--- config.mk ---
export PLATFORM = sky130hd
export DESIGN_NAME = cache_way_select
export DESIGN_NICKNAME = d
export VERILOG_FILES = /design/src/rtl/cache_way_select.sv
export SDC_FILE = /design/constraint.sdc
export NUM_CORES = 1
export LEC_CHECK = 0
export ABC_AREA = 1
export ABC_CLOCK_PERIOD_IN_PS = 6800
export CORE_MARGIN = 3
export CORE_UTILIZATION = 44
export CTS_CLUSTER_SIZE = 24
export DETAILED_ROUTE_END_ITERATION = 10
export GPL_TIMING_DRIVEN = 1
export PLACE_DENSITY = 0.76
export SYNTH_ARGS = -nofsm -noshare
export SYNTH_HDL_FRONTEND = slang
export SYNTH_SLANG_ARGS = --single-unit
--- constraint.sdc ---
create_clock -name i_clk -period 6.8 [get_ports i_clk]
set_input_delay 0.68 -clock i_clk [delete_from_list [all_inputs] [get_ports i_clk]]
set_output_delay 0.68 -clock i_clk [all_outputs]
set_load 0.03 [all_outputs]
--- src/rtl/cache_way_select.sv ---
// Way-select stage of a 4-way set-associative cache: tag compare, hit/victim
// one-hot select for the line-data mux, and per-set tree pseudo-LRU state.
module cache_way_select #(
  parameter int unsigned TAG_BITS   = 20,
  parameter int unsigned INDEX_BITS = 6
) (
  input  logic                  i_clk,
  input  logic                  i_rst_n,
  input  logic                  i_req_valid,
  output logic                  o_req_ready,
  input  logic [INDEX_BITS-1:0] i_req_index,
  input  logic [TAG_BITS-1:0]   i_req_tag,
  output logic                  o_tag_rd_en,
  output logic [INDEX_BITS-1:0] o_tag_rd_index,
  input  logic [4*TAG_BITS-1:0] i_way_tags,
  input  logic [3:0]            i_way_valid,
  output logic                  o_valid,
  input  logic                  i_ready,
  output logic [3:0]            o_sel,
  output logic                  o_hit,
  output logic                  o_multi_hit,
  output logic [INDEX_BITS-1:0] o_index,
  output logic [TAG_BITS-1:0]   o_tag
);

  localparam int unsigned WAYS     = 4;
  localparam int unsigned NUM_SETS = 1 << INDEX_BITS;

  typedef enum logic [1:0] {
    IDLE   = 2'd0,
    LOOKUP = 2'd1,
    RESP   = 2'd2
  } state_t;

  state_t                state_q;
  state_t                state_d;
  logic [INDEX_BITS-1:0] idx_q;
  logic [TAG_BITS-1:0]   tag_q;
  logic [2:0]            plru_q [NUM_SETS];

  logic [WAYS-1:0] hit_vec_c;
  logic [WAYS-1:0] sel_c;
  logic            multi_c;
  logic [2:0]      plru_rd_c;
  logic [2:0]      plru_next_c;
  logic            plru_we_c;

  // Priority pick of the lowest set bit; zero in, zero out.
  function automatic logic [3:0] lowest_one(input logic [3:0] v);
    logic [3:0] r;
    casez (v)
      4'b???1: r = 4'b0001;
      4'b??10: r = 4'b0010;
      4'b?100: r = 4'b0100;
      4'b1000: r = 4'b1000;
      default: r = 4'b0000;
    endcase
    return r;
  endfunction

  // Tree walk {b2,b1,b0}: b0 picks the pair, b1/b2 pick within the pair.
  function automatic logic [3:0] plru_victim(input logic [2:0] p);
    logic [3:0] r;
    if (!p[0]) r = p[1] ? 4'b0010 : 4'b0001;
    else       r = p[2] ? 4'b1000 : 4'b0100;
    return r;
  endfunction

  // Point the tree away from the way just used.
  function automatic logic [2:0] plru_touch(input logic [2:0] p, input logic [3:0] sel);
    logic [2:0] r;
    r = p;
    case (sel)
      4'b0001: begin r[0] = 1'b1; r[1] = 1'b1; end
      4'b0010: begin r[0] = 1'b1; r[1] = 1'b0; end
      4'b0100: begin r[0] = 1'b0; r[2] = 1'b1; end
      4'b1000: begin r[0] = 1'b0; r[2] = 1'b0; end
      default: r = p;
    endcase
    return r;
  endfunction

  assign o_req_ready    = (state_q == IDLE);
  assign o_tag_rd_en    = i_req_valid & o_req_ready;
  assign o_tag_rd_index = i_req_index;

  for (genvar g = 0; g < WAYS; g++) begin : g_cmp
    assign hit_vec_c[g] = i_way_valid[g] & (i_way_tags[g*TAG_BITS +: TAG_BITS] == tag_q);
  end

  assign plru_rd_c = plru_q[idx_q];

  // Hit way first, then lowest invalid way, then the PLRU victim.
  always_comb begin
    sel_c   = 4'b0000;
    multi_c = 1'b0;
    if (hit_vec_c != 4'b0000) begin
      sel_c   = lowest_one(hit_vec_c);
      multi_c = ((hit_vec_c & (hit_vec_c - 4'd1)) != 4'b0000);
    end else if (i_way_valid != 4'b1111) begin
      sel_c = lowest_one(~i_way_valid);
    end else begin
      sel_c = plru_victim(plru_rd_c);
    end
  end

  always_comb begin
    state_d = state_q;
    case (state_q)
      IDLE:    if (i_req_valid) state_d = LOOKUP;
      LOOKUP:  state_d = RESP;
      RESP:    if (i_ready) state_d = IDLE;
      default: state_d = IDLE;
    endcase
  end

  always_ff @(posedge i_clk or negedge i_rst_n) begin
    if (!i_rst_n) state_q <= IDLE;
    else          state_q <= state_d;
  end

  // Request capture and registered result.
  always_ff @(posedge i_clk or negedge i_rst_n) begin
    if (!i_rst_n) begin
      idx_q       <= '0;
      tag_q       <= '0;
      o_valid     <= 1'b0;
      o_sel       <= 4'b0000;
      o_hit       <= 1'b0;
      o_multi_hit <= 1'b0;
      o_index     <= '0;
      o_tag       <= '0;
    end else begin
      case (state_q)
        IDLE: begin
          if (i_req_valid) begin
            idx_q <= i_req_index;
            tag_q <= i_req_tag;
          end
        end
        LOOKUP: begin
          o_valid     <= 1'b1;
          o_sel       <= sel_c;
          o_hit       <= (hit_vec_c != 4'b0000);
          o_multi_hit <= multi_c;
          o_index     <= idx_q;
          o_tag       <= tag_q;
        end
        RESP: begin
          if (i_ready) o_valid <= 1'b0;
        end
        default: o_valid <= 1'b0;
      endcase
    end
  end

  // PLRU touch only on the result handshake, for hits and misses alike.
  assign plru_we_c   = (state_q == RESP) & o_valid & i_ready;
  assign plru_next_c = plru_touch(plru_rd_c, o_sel);

  for (genvar s = 0; s < NUM_SETS; s++) begin : g_set
    always_ff @(posedge i_clk or negedge i_rst_n) begin
      if (!i_rst_n) begin
        plru_q[s] <= 3'b000;
      end else if (plru_we_c && (idx_q == INDEX_BITS'(s))) begin
        plru_q[s] <= plru_next_c;
      end
    end
  end

endmodule
# After elaboration in Yosys (flattened, before gate mapping)
# Index checks and enable logic that the tools add are counted.
dict set report op_classes {
  bitwise 11
  mux 19
  n_eq_ne 82
  addsub 1
  n_reduce_logical 73
  n_lt_le_gt_ge 1
}
# op count
set ops {}
lappend ops {{equality test 6 bit (second input constant)} 32}
lappend ops {{equality test 6 x 5 -> 1 bit (second input constant)} 16}
lappend ops {{equality test 20 bit} 4}
lappend ops {{logical AND 1 bit} 64}
lappend ops {{equality test 6 x 4 -> 1 bit (second input constant)} 8}
lappend ops {{case mux 4 bit (4 select lines)} 2}
lappend ops {{equality test 6 x 3 -> 1 bit (second input constant)} 4}
lappend ops {{binary-select mux 3 bit (select 6 bit)} 1}
lappend ops {{two-way mux 4 bit} 4}
lappend ops {{equality test 4 bit (second input constant)} 3}
lappend ops {{equality test 6 x 2 -> 1 bit (second input constant)} 2}
lappend ops {{nonzero test 4 bit} 2}
lappend ops {{bitwise AND 1 bit} 7}
lappend ops {{>= comparator 7 bit (second input constant)} 1}
lappend ops {{NOT 6 -> 7 bit} 1}
lappend ops {{equality test 2 bit (second input constant)} 3}
lappend ops {{equality test 3 bit (second input constant)} 2}
lappend ops {{equality test 6 x 1 -> 1 bit (second input constant)} 1}
lappend ops {{zero test 6 bit} 1}
lappend ops {{two-way mux 2 bit} 3}
lappend ops {{two-way mux 3 bit} 2}
lappend ops {{case mux 1 bit (2 select lines)} 3}
lappend ops {{case mux 2 bit (3 select lines)} 1}
lappend ops {{AND reduction 2 bit} 3}
lappend ops {{other kinds (14)} 17}
dict set report word_totals {
  register_bits 253
  word_cells 260
  inputBits 114
}

# Depth between registers and ports, before layout
dict set report logic_depth {
  depth_word 8
  depth_mapped 18
  mapped_depth_nobuf 16
}

# Least setup slack after synthesis
# OpenSTA, ideal clock, no wires.
dict set report synth_path {
  path_type {reg2out}
  from {reg state_q[1]}
  to {out o_tag_rd_en}
  path_stages_with_launch 5
  arrival_time_ns 1.624
  setup_slack_ns 4.496
  path_cell_list {dfrtp_1 -> nor2_1 -> nand2_1 -> inv_1 -> clkbuf_1}
}
dict set report synth_between {
  elab_chain_cells 2
}
# item line
set synth_lines {}
lappend synth_lines {{start, declared} 35} ;# state_t state_q;
lappend synth_lines {{start signal, assigned} 119} ;# else state_q <= state_d;
lappend synth_lines {{zero test 2 bit} 83} ;# assign o_req_ready = (state_q == IDLE);
lappend synth_lines {{net o_req_ready} 10} ;# output logic o_req_ready,
lappend synth_lines {{bitwise AND 1 bit} 84} ;# assign o_tag_rd_en = i_req_valid & o_req_ready;
lappend synth_lines {{end, declared} 13} ;# output logic o_tag_rd_en,
# The timed path passes the listed nets, and every way through them passes these cells.

# Worst setup path after layout
dict set report layout_path {
  from {reg idx_q[0]}
  to {reg plru_q[82] (netlist bit)}
}
dict set report layout_between {
  elab_chain_cells 5
  word_cells_on_any_way 7
  cone_classes {eq/ne: 1; mux: 4; bitwise: 1; reduce/logical: 1}
}
# item line
set layout_lines {}
lappend layout_lines {{start, declared} 37} ;# logic [INDEX_BITS-1:0] idx_q;
lappend layout_lines {{start signal, assigned} 137} ;# idx_q <= i_req_index;
lappend layout_lines {{NOT 6 -> 7 bit (implied by the code)} 91} ;# assign plru_rd_c = plru_q[idx_q];
lappend layout_lines {{binary-select mux 3 bit (select 6 bit)} 91}
lappend layout_lines {{two-way mux 3 bit (implied by the code) (2 in a row)} 91}
lappend layout_lines {{case mux 1 bit (2 select lines)} 73} ;# case (sel)
lappend layout_lines {{end signal, assigned by index} 166} ;# plru_q[s] <= plru_next_c;
lappend layout_lines {{end, declared} 39} ;# logic [2:0] plru_q [NUM_SETS];
# Several ways; a longest one is shown, not always the timed one. The select of a mux whose other input is x is not followed.
# A chain may end at the register's enable or synchronous reset.

==> impl_metrics.env <==
export IMPL_synthDistinctLibCells=35
export IMPL_cts_path_max_buffers=3
export IMPL_globalplace_congestion=0.9972
export IMPL_ys_flop_type="dfrtp_1"
export IMPL_die_x_um=183.3
export IMPL_grt_usage_pct=27.67
export IMPL_synth_edf_count=0
export IMPL_use_met3_pct=4.344
export IMPL_drc=0
export IMPL_max_freq_mhz=247.7
export IMPL_r2r_cells=14
export IMPL_syn_inst=1967
export IMPL_slowest_stage="inv_2"
export IMPL_die_y_um=183.3
export IMPL_final_layout_size_suffix_gt1_share_pct=4.127
export IMPL_crit_reg2reg_launch="idx_q[0]"
export IMPL_cp_max_fo=54
export IMPL_p_seq_share_pct=33.2
export IMPL_ys_seq_area_share_pct=45.75
export IMPL_synth_avg_cell_area_um2=7.035
export IMPL_hold_violations=0
export IMPL_cp_end_kind="register"
export IMPL_cts_buffers_inserted=29
export IMPL_layout_common_cells="nand2_1 (713), nor2_1 (285), dfrtp_1 (252), o21ai_0 (163), clkdlybuf4s50_1 (153)"
export IMPL_detail_route_wl_per_cell_um=19.02
export IMPL_r2r_setup_slack_ns=2.76
export IMPL_maxSlewHeadroom_pct=15.42
export IMPL_die_area_mm2=0.03362
export IMPL_p_leak_uw=0.008004
export IMPL_syn_area_mm2=0.01384
export IMPL_drt_pass1_iter_count=7
export IMPL_rsz0062_at_grt="false"
export IMPL_critical_path_top_delay_family="simple AND/OR/NAND/NOR gates"
export IMPL_use_met1_pct=41.69
export IMPL_period_share_pct=59.37
export IMPL_path_class="register to register"
export IMPL_worst_slew_pin_slew_ns=1.269
export IMPL_postCtsHoldBufs=0
export IMPL_ctsResizeCount=0
export IMPL_syn2layout_area_growth_pct=19.53
export IMPL_met2_usage_pct=42.14
export IMPL_power_frac_comb_pct=42.6
export IMPL_hpwl_um=34290
export IMPL_cp_data_required_time_ns=7.22
export IMPL_critPathArrivalTime_ns=4.46
export IMPL_cts_sinks=253
export IMPL_antenna_cells=0
export IMPL_syn_num_nets=2081
export IMPL_drv_slew=0
export IMPL_critPathLaunchType="register"
export IMPL_cts_setup_buffers=0
export IMPL_fin_skew_ns=0.01452
export IMPL_peakVddDrop_uv=200.8
export IMPL_period_minus_slack_ns=4.037
export IMPL_ant_nets=0
export IMPL_cap_violations=0
export IMPL_grt_busiest_layer="met2"
export IMPL_num_rows=64
export IMPL_power_uw=6452
export IMPL_first_global_vias=12930
export IMPL_cp_slowest_stage_delay_ns=0.80
export IMPL_num_vias=13910
export IMPL_pin_count=155
export IMPL_nets=2203
export IMPL_antenna_found_initial=0
export IMPL_timing_rr_end="plru_q[82]"
export IMPL_ys_warn_count=0
export IMPL_cp_num_buf_inv=1
export IMPL_final_core_util_pct=53.65
export IMPL_grt_overflow=0
export IMPL_clkPwrFrac_pct=24.2
export IMPL_routed_wl_um=47630
export IMPL_outcome="complete, no violations"
export IMPL_final_common_cell="nand2_1"
export IMPL_switchingPower_uw=2951
export IMPL_cp_cell_sequence="inv_2 -> nor2_8 -> a22oi_1 -> nand2_1 -> nand2_1 -> nand2_1 -> nor2_1 -> nor2_1 -> nor2_2 -> nand2_1 -> nand2_2 -> nand2_2 -> nor2_1 -> nor2_1"
export IMPL_start_util_pct=44.89
export IMPL_cts_tree="done"
export IMPL_grt_first_pass_wirelength_um=73600
export IMPL_port_buffers=154
export IMPL_finalSetupTns_ns=0
export IMPL_synthArstFlopShare_pct=100.0
export IMPL_clock_tree_root_cell="clkbuf_16"
export IMPL_setup_viol=0
export IMPL_intPower_uw=3501
export IMPL_htreeDepth=1
export IMPL_path_clk_slew_ns=0.06
export IMPL_p_sw_share_pct=45.74
export IMPL_viasPerCell=5.555
export IMPL_grt_max_degree=121
export IMPL_p_per_area_mw_per_mm2=390.1
export IMPL_min_path_type="input port to async pin"
export IMPL_ys_seq_elements=253
export IMPL_dr_first_iter_drc_count=1518
export IMPL_worstSkewPairLatency_ns=0.55
export IMPL_core_mm2=0.03083
==> worst register-to-register path: cells and delay by family, from the launching register on <==
kind,cells,cell delay (ns)
and+or+nand+nor,12,2.42
buffers and inverters,1,0.80
DFF,1,0.41
AOI/OAI and AO/OA,1,0.30
==> final cells by class <==
type                    count  area (um^2)
fillers                  2962        14290
clock buffers              40        837.1
repair buffers            167         1644
multi-input cells        1492         6574
flip-flops and latches    253         6332
well taps                 396        495.5
clock inverters            10        110.1
inverters                 146        548.0
==> synth_stat cells (all sizes together) (3+ instances only) <==
cell type	instances	share of area, %
inv	143	3.9
xnor2	11	0.70
buf	41	1.8
nand4	38	1.7
nor2	289	8.1
nand2	716	20
xor2	14	0.89
o21ai	184	6.7
dfrtp	253	46
clkinv	3	0.081
o2111ai	3	0.19
a21oi	70	2.5
clkbuf	35	0.95
nor4	16	0.72
or2	13	0.59
a22oi	28	1.6
a31oi	15	0.68
nand3	43	1.6
nand3b	5	0.27
nor3b	6	0.33
nor3	38	1.4
==> worst max-delay path by stage <==
stage	end	slack [ns]	from	cells past startpoint
after global routing	plru_q[67]	2.46	idx_q[0]	14
final	plru_q[82]	2.76	idx_q[0]	14
after floorplan	o_tag_rd_en	4.50	state_q[1]	4
after detailed placement	plru_q[130]	2.91	idx_q[0]	14
after global placement	plru_q[124]	2.95	idx_q[0]	14
after CTS	plru_q[130]	2.90	idx_q[0]	14
==> layer usage <==
metal	up-vias	wire, um
li1	6557	-
met1	6543	21420
met2	720	20730
met3	90	4284
met4	0	1185
met5	-	0
==> power groups by stage <==
stage          Clock (uW)  Combinational, uW  Sequential (uW)
6_report             1560               2750             2140
5_1_grt              1640               3000             2170
4_1_cts              1580               2710             2130
3_5_place_dp            0               2690             2150
3_3_place_gp            0               2680             2140
2_1_floorplan           0               1690             2190
==> state kept, by name (all words and copies together) (netlist names) <==
register	cells
plru_q	192
o_index	6
o_sel	4
o_hit	1
tag_q	20
o_valid	1
o_multi_hit	1
o_tag	20
idx_q	6
state_q	2
==> logic make-up (layout without fill, tap and decap cells) <==
family                 after synthesis  after routing  synth area share, %
AND/OR/NAND/NOR                   1166           1166                34.26
flip-flops                         253            253                45.75
buffers and inverters              222            363                6.745
AO/OA/AOI/OAI                      301            301                11.66
XOR/XNOR                            25             25                1.582
==> per-stage QoR <==
step / setup WS [ns] / cell area (um^2) / hold WS [ns] / cells
6_report: 2.763 / 16540 / 0.2049 / 2504
5_1_grt: 2.457 / 16540 / 0.2865 / 2504
4_1_cts: 2.899 / 16540 / 0.2536 / 2504
3_5_place_dp: 2.909 / 15590 / 0.4661 / 2454
3_3_place_gp: 2.948 / 15590 / 0.4580 / 2454
2_1_floorplan: 4.496 / 13840 / 0.3844 / 1967
(Power assumes the default switching activity.)
